File: src/rtl/range_window_pkg.sv
// rtl/range_window_pkg.sv - shared types and constants for the range window sequencer
// Purpose: sequencer state encoding and the default range finder data width.
// Ports: none (package).
package range_window_pkg;

  localparam int DATA_W = 10;

  typedef enum logic [1:0] {
    IDLE       = 2'd0,
    WAIT_FIRST = 2'd1,
    RUN        = 2'd2,
    DONE       = 2'd3
  } state_t;

endpackage

File: src/rtl/window_sample_counter.sv
// rtl/window_sample_counter.sv - saturating up-counter with clear, enable and terminal flag
// Purpose: counts enabled cycles up to MAX and holds there; clear has priority.
// Ports:
//   clock, reset   clock and asynchronous active-high reset
//   clear          synchronous clear to 0
//   enable         count up by one (ignored once at MAX)
//   count          current count
//   terminal       high when the next enabled cycle reaches MAX (count == MAX-1)
module window_sample_counter #(
  parameter int MAX = 16,
  parameter int W   = $clog2(MAX + 1)
) (
  input  logic         clock,
  input  logic         reset,
  input  logic         clear,
  input  logic         enable,
  output logic [W-1:0] count,
  output logic         terminal
);

  always_ff @(posedge clock or posedge reset) begin
    if (reset) begin
      count <= '0;
    end else if (clear) begin
      count <= '0;
    end else if (enable && (count != W'(MAX))) begin
      count <= count + 1'b1;
    end
  end

  // Lets the owner act on the same edge that makes the count hit MAX.
  assign terminal = (count == W'(MAX - 1));

endmodule

File: src/rtl/range_window_sequencer.sv
// rtl/range_window_sequencer.sv - frames a sparse sample stream into one range finder window
// Purpose: drives range finder go/finish/data without protocol violations and
//   flags window completion on the cycle the downstream range is final.
// Optional feature: define RANGE_WINDOW_TIMEOUT_EN to end a window after
//   TIMEOUT_CYCLES consecutive cycles without a sample while in RUN.
// Ports:
//   clock, reset           clock and asynchronous active-high reset
//   start                  request a new window (IDLE only)
//   abort                  end the current window early
//   sample_valid/data      raw sample stream
//   rf_go/rf_finish/rf_data registered range finder controls
//   busy                   not IDLE
//   window_done            one-cycle pulse, range value final this cycle
//   window_aborted         window ended by abort or timeout
//   sample_count           samples accepted in current/most recent window
module range_window_sequencer #(
  parameter int DATA_W         = range_window_pkg::DATA_W,
  parameter int WINDOW_LEN     = 16,
  parameter int TIMEOUT_CYCLES = 255
) (
  input  logic                            clock,
  input  logic                            reset,
  input  logic                            start,
  input  logic                            abort,
  input  logic                            sample_valid,
  input  logic [DATA_W-1:0]               sample_data,
  output logic                            rf_go,
  output logic                            rf_finish,
  output logic [DATA_W-1:0]               rf_data,
  output logic                            busy,
  output logic                            window_done,
  output logic                            window_aborted,
  output logic [$clog2(WINDOW_LEN+1)-1:0] sample_count
);

  import range_window_pkg::*;

  state_t            state, state_next;
  logic              go_next, finish_next, aborted_next;
  logic [DATA_W-1:0] data_next;
  logic              accept, clear_count;
  logic              count_terminal;
  logic              timeout;

  window_sample_counter #(
    .MAX (WINDOW_LEN)
  ) u_sample_counter (
    .clock    (clock),
    .reset    (reset),
    .clear    (clear_count),
    .enable   (accept),
    .count    (sample_count),
    .terminal (count_terminal)
  );

`ifdef RANGE_WINDOW_TIMEOUT_EN
  logic                              gap_terminal;
  logic [$clog2(TIMEOUT_CYCLES+1)-1:0] unused_gap_count;

  // Any accept or leaving RUN restarts the gap measurement.
  window_sample_counter #(
    .MAX (TIMEOUT_CYCLES)
  ) u_gap_counter (
    .clock    (clock),
    .reset    (reset),
    .clear    ((state != RUN) || sample_valid),
    .enable   ((state == RUN) && !sample_valid),
    .count    (unused_gap_count),
    .terminal (gap_terminal)
  );

  assign timeout = (state == RUN) && !sample_valid && gap_terminal;
`else
  logic [31:0] unused_timeout_cycles;
  assign unused_timeout_cycles = 32'(TIMEOUT_CYCLES);
  assign timeout = 1'b0;
`endif

  always_ff @(posedge clock or posedge reset) begin
    if (reset) begin
      state <= IDLE;
    end else begin
      state <= state_next;
    end
  end

  always_comb begin
    state_next   = state;
    go_next      = 1'b0;
    finish_next  = 1'b0;
    data_next    = rf_data;
    aborted_next = window_aborted;
    accept       = 1'b0;
    clear_count  = 1'b0;
    unique case (state)
      IDLE: begin
        if (start) begin
          state_next   = WAIT_FIRST;
          clear_count  = 1'b1;
          aborted_next = 1'b0;
        end
      end
      WAIT_FIRST: begin
        // No go has been issued yet, so an abort must not emit a finish.
        if (abort) begin
          state_next = IDLE;
        end else if (sample_valid) begin
          data_next  = sample_data;
          go_next    = 1'b1;
          accept     = 1'b1;
          state_next = RUN;
        end
      end
      RUN: begin
        // Early termination repeats the held sample, which cannot move min/max.
        if (abort || timeout) begin
          finish_next  = 1'b1;
          aborted_next = 1'b1;
          state_next   = DONE;
        end else if (sample_valid) begin
          data_next = sample_data;
          accept    = 1'b1;
          if (count_terminal) begin
            finish_next = 1'b1;
            state_next  = DONE;
          end
        end
      end
      DONE: begin
        state_next = IDLE;
      end
      default: state_next = IDLE;
    endcase
  end

  always_ff @(posedge clock or posedge reset) begin
    if (reset) begin
      rf_go          <= 1'b0;
      rf_finish      <= 1'b0;
      rf_data        <= '0;
      window_done    <= 1'b0;
      window_aborted <= 1'b0;
    end else begin
      rf_go          <= go_next;
      rf_finish      <= finish_next;
      rf_data        <= data_next;
      // The finder consumes finish one edge after it is driven, so done lags it.
      window_done    <= (state == DONE);
      window_aborted <= aborted_next;
    end
  end

  assign busy = (state != IDLE);

endmodule
File: config.mk
export PLATFORM = sky130hd
export DESIGN_NAME = range_window_sequencer
export DESIGN_NICKNAME = d
export VERILOG_FILES = /design/src/rtl/range_window_pkg.sv /design/src/rtl/window_sample_counter.sv /design/src/rtl/range_window_sequencer.sv
export SDC_FILE = /design/constraint.sdc
export NUM_CORES = 1
export LEC_CHECK = 0
export ABC_AREA = 0
export CAP_MARGIN = 15
export CORE_MARGIN = 2
export CORE_UTILIZATION = 45
export CTS_CLUSTER_DIAMETER = 80
export CTS_CLUSTER_SIZE = 25
export DETAILED_ROUTE_END_ITERATION = 6
export PLACE_DENSITY = 0.8
export SYNTH_ARGS = -nofsm -noshare
export SYNTH_HDL_FRONTEND = slang
export SYNTH_HIERARCHICAL = 1
export SYNTH_SLANG_ARGS = --single-unit
File: constraint.sdc
create_clock -name clock -period 2.6 [get_ports clock]
set_input_delay 0.26 -clock clock [delete_from_list [all_inputs] [get_ports clock]]
set_output_delay 0.26 -clock clock [all_outputs]
set_load 0.05 [all_outputs]
### Word-level counts from Yosys, hierarchy flattened

Index checks and enable logic that the tools add are counted.

| word-level totals | value |
|---|---|
| logic and storage cells | 50 |
| input bits | 15 |
| bits in registers | 21 |
| output and inout bits | 20 |

| cells by class | value |
|---|---|
| reductions and logical operators | 9 |
| $add $sub $neg | 1 |
| equal/unequal tests | 10 |
| muxes and demuxes | 22 |
| bitwise operators | 1 |

Operators by type and width:

| kind | count |
|---|---|
| 1-bit two-way mux | 12 |
| 2-bit two-way mux | 6 |
| 5-bit two-way mux | 2 |
| 3-bit != test, second input constant | 3 |
| 2-bit case mux with 4 select lines | 1 |
| 3-bit AND reduction | 2 |
| 2-bit nonzero test | 3 |
| 5-bit by 1-bit adder with 5-bit output, second input constant | 1 |
| 5-bit by 4-bit == test with 1-bit output, second input constant | 1 |
| 5-bit != test, second input constant | 1 |
| 2-bit == test, second input constant | 2 |
| 2-bit != test, second input constant | 2 |
| 4-bit AND reduction | 1 |
| 2-bit by 1-bit == test with 1-bit output, second input constant | 1 |
| 2-bit logical NOT | 1 |
| 1-bit case mux with 2 select lines | 1 |
| 2-bit OR reduction | 1 |
| 1-bit logical AND | 1 |
| 1-bit inverter | 1 |

### Longest topological paths before layout

| logic depth | value |
|---|---|
| word-level depth | 6 |
| gate-level depth with buffers | 8 |

### Modules after synthesis

The synthesis kept the hierarchy.

Modules (own cells, without submodules):

| module | instances | cells each | area each (µm²) |
|---|---|---|---|
| range_window_sequencer | 1 | 53 | 710.7 |
| window_sample_counter | 1 | 30 | 297.8 |

### Worst setup path after synthesis

No wires, ideal clock.

| timing | value |
|---|---|
| path type | register to register |
| start point | reg u_sample_counter.count[1] |
| end point | reg (tool-made name) |
| path slack | 0.699 ns |
| setup time | 0.086 ns |
| cell stages (with the launch flop) | 7 |
| required time | 2.514 ns |
| data arrival time | 1.815 ns |
| clock period less this slack | 1.901 ns |
| cell sequence | dfrtp_1 > ha_1 > and3_1 > ha_1 > a21oi_2 > a2111o_1 > a32oi_1 |

RTL lines:

| item | RTL line | text |
|---|---|---|
| start: declaration | window_sample_counter.sv:17 | `output logic [W-1:0] count,` |
| start signal: assignment | window_sample_counter.sv:27 | `count <= count + 1'b1;` |

### Final worst setup path

| timing | value |
|---|---|
| start point | reg state[0] |
| end point | out busy |

| on the way | value |
|---|---|
| word-level cells in the longest chain between the ends | 1 |

Ends and longest elaborated chain:

| item | RTL line | text |
|---|---|---|
| start: declaration | range_window_sequencer.sv:38 | `state_t state, state_next;` |
| start signal: assignment | range_window_sequencer.sv:83 | `state <= state_next;` |
| 2-bit nonzero test | range_window_sequencer.sv:153 | `assign busy = (state != IDLE);` |
| end: declaration | range_window_sequencer.sv:30 | `output logic busy,` |

Every way passes these cells.

==> impl_metrics.json <==
{
  "status": "complete, no violations",
  "arrival_ps": 1960,
  "fin_nets": 144,
  "rsz0062_at_grt": "no",
  "power_density_nw_per_um2": 1286,
  "grt_pass1_vias": 725,
  "drive_gt1_frac": 0.1570,
  "die_w_um": 51.34,
  "synthArstFlopShare": 1.000,
  "hold_class": "primary input to async pin",
  "coreArea_um2": 2170,
  "ctsHoldBuffers": 0,
  "switchingPower_w": 0.0008670,
  "numCtsBuffers": 3,
  "max-slew-margin-rel": 0.6190,
  "maxCapViolations": 0,
  "setup_ws_ps": 382.6,
  "h-tree-depth": 1,
  "end_kind": "primary output",
  "syn-num-nets": 105,
  "final_common_cell": "clkdlybuf4s50_1",
  "vdd_drop_max_mv": 0.9899,
  "drtAntennaViolNets": 0,
  "p_sw_frac": 0.4782,
  "drtIter0Drc": 10,
  "drt_wl_total_mm": 1.850,
  "die_h_um": 51.34,
  "cts.repair.resized": 0,
  "setup_tns_ps": 0,
  "n_antenna_cell": 0,
  "hold_viol_final": 0,
  "place.gp.congestion": 0.7600,
  "max_clock_freq_ghz": 0.4510,
  "synth_edf_count": 0,
  "post_layout_nonfiller_instances": 149,
  "antenna_found_initial": 0,
  "clk_pin_slew_worst_paths_ps": 110,
  "syn_inst": 83,
  "dp.cells": 145,
  "dieArea_um2": 2636,
  "ios": 35,
  "routed_via_density": 4.859,
  "start_util": 0.4648,
  "path_class": "flop to primary output",
  "drc": 0,
  "clk_latency_ps": 290,
  "multiInputGateArea_um2": 430.4,
  "wl_per_cell_um": 12.42,
  "first_pass_iters": 4,
  "dp_slack_ps": 723.4,
  "cp.required_ps": 2340,
  "crit_fanout": 5,
  "rows": 17,
  "grt_pass1_wl_mm": 3.036,
  "comb_power_share": 0.618,
  "timing.final.max_slew_violations": 0,
  "clockRootBuffer": "clkbuf_4",
  "grt_usage": 0.1542,
  "register_area_um2": 525.5,
  "port_buffers": 34,
  "fin_worst_skew_ps": 7.870,
  "fillCellCount": 183,
  "postCtsSetupRepairBufs": 0,
  "netlist_area_um2": 1008,
  "p_clk_frac": 0.083,
  "layout_common_cells": "clkdlybuf4s50_1 (34), dfrtp_1 (21), inv_1 (11)",
  "fin_crit_sh": 0.8528,
  "area_delta_synth_final_pct": 39.83,
  "ys_types": 26,
  "yosysWarnings": 6,
  "overflow": 0,
  "crit_path_start_kind": "flop",
  "clock_sinks": 21,
  "seqPwrFrac": 0.299,
  "worst_pin_slew_ps": 570.9,
  "syn_avg_cell_area_um2": 12.15,
  "leakage_nw": 0.6374,
  "period_needed_ps": 2217,
  "grt_max_degree": 17,
  "vias": 724,
  "p_int_w": 0.0009462,
  "setup_viol": 0,
  "ys.flop_type": "dfrtp_1",
  "dpl.hpwl_mm": 1.452,
  "synth-seq-cells": 21,
  "clk_path_buf_depth": 2,
  "ys_seq_area_frac": 0.5211,
  "total_power_w": 0.001813,
  "cts_tree": "done"
}
[power groups by stage]
stage | clock (W) | combinational (W) | sequential [W]
6_report | 0.000150 | 0.00112 | 0.000543
5_1_grt | 0.000173 | 0.00119 | 0.000559
4_1_cts | 0.000156 | 0.00113 | 0.000543
3_5_place_dp | 0 | 0.00112 | 0.000551
3_3_place_gp | 0 | 0.00110 | 0.000545
2_1_floorplan | 0 | 0.000357 | 0.000960
[synthesized netlist by cell type (2+ instances only)]
cell / count / share of area
dfrtp_1: 21 / 0.52
inv_1: 11 / 0.041
mux2_2: 10 / 0.11
ha_1: 7 / 0.087
nor2_1: 6 / 0.022
a211oi_1: 3 / 0.022
a21oi_1: 3 / 0.015
nand2b_1: 3 / 0.019
mux2i_1: 2 / 0.020
[layer usage]
metal  vias up  global-route usage  part of all wire
li1        365                   -                 -
met1       323              0.1951              0.47
met2        32              0.2511              0.44
met3         4             0.03509             0.075
met4         0             0.07018             0.014
met5         -                   0                 0
[cell families (layout without fill, tap and decap cells)]
group | after synthesis | after routing | share of synthesized area
DFF | 21 | 21 | 0.5211
and+or+nand+nor | 16 | 16 | 0.08935
muxes | 13 | 13 | 0.1464
buffers and inverters | 13 | 51 | 0.05211
AOI/OAI and AO/OA | 12 | 12 | 0.09553
adders and majority gates | 7 | 7 | 0.08684
xor gates and xnor gates | 1 | 1 | 0.008686
[path summary, 6_finish.rpt]
check / start / endpoint / slack (ps) / cells after the start
hold reg to reg: rf_data[0] / rf_data[0] / 510 / 1
setup / recovery: state[0] / busy / 380 / 4
hold / removal: reset / u_sample_counter/count[4] / 180 / 2
min in group clock: rf_data[0] / rf_data[0] / 510 / 1
setup reg to reg: state[0] / u_sample_counter/count[0] / 800 / 6
max in group asynchronous: reset / rf_data[2] / 1890 / 2
[state kept, by name, indices dropped and copies added (netlist names), named ones only]
register	cells
rf_data	10
rf_finish	1
rf_go	1
state	1
u_sample_counter/count	5
window_aborted	1
window_done	1
[area by class of cell]
class / count / area share
tap: 28 / 0.02484
sequential: 21 / 0.3727
timing repair buffer: 35 / 0.2467
multi-input combinational: 49 / 0.3052
clock buffer: 4 / 0.01863
inverter: 12 / 0.03194
[worst max-delay path: stages, from the launching register on]
cell,delay (ps)
dfrtp_1,440
inv_1,110
ha_1,250
inv_1,60
clkdlybuf4s50_1,790
[stage by stage]
step	area, µm²	util	hold slack (ps)
after global placement	1384	0.6378	487.2
after CTS	1410	0.6499	179.3
final	1410	0.6499	180.8
after floorplan	1008	-	38.52
after global routing	1410	0.6499	193.2
after detailed placement	1384	0.6378	491.7
Note: power is estimated with default switching activity, not from simulation.
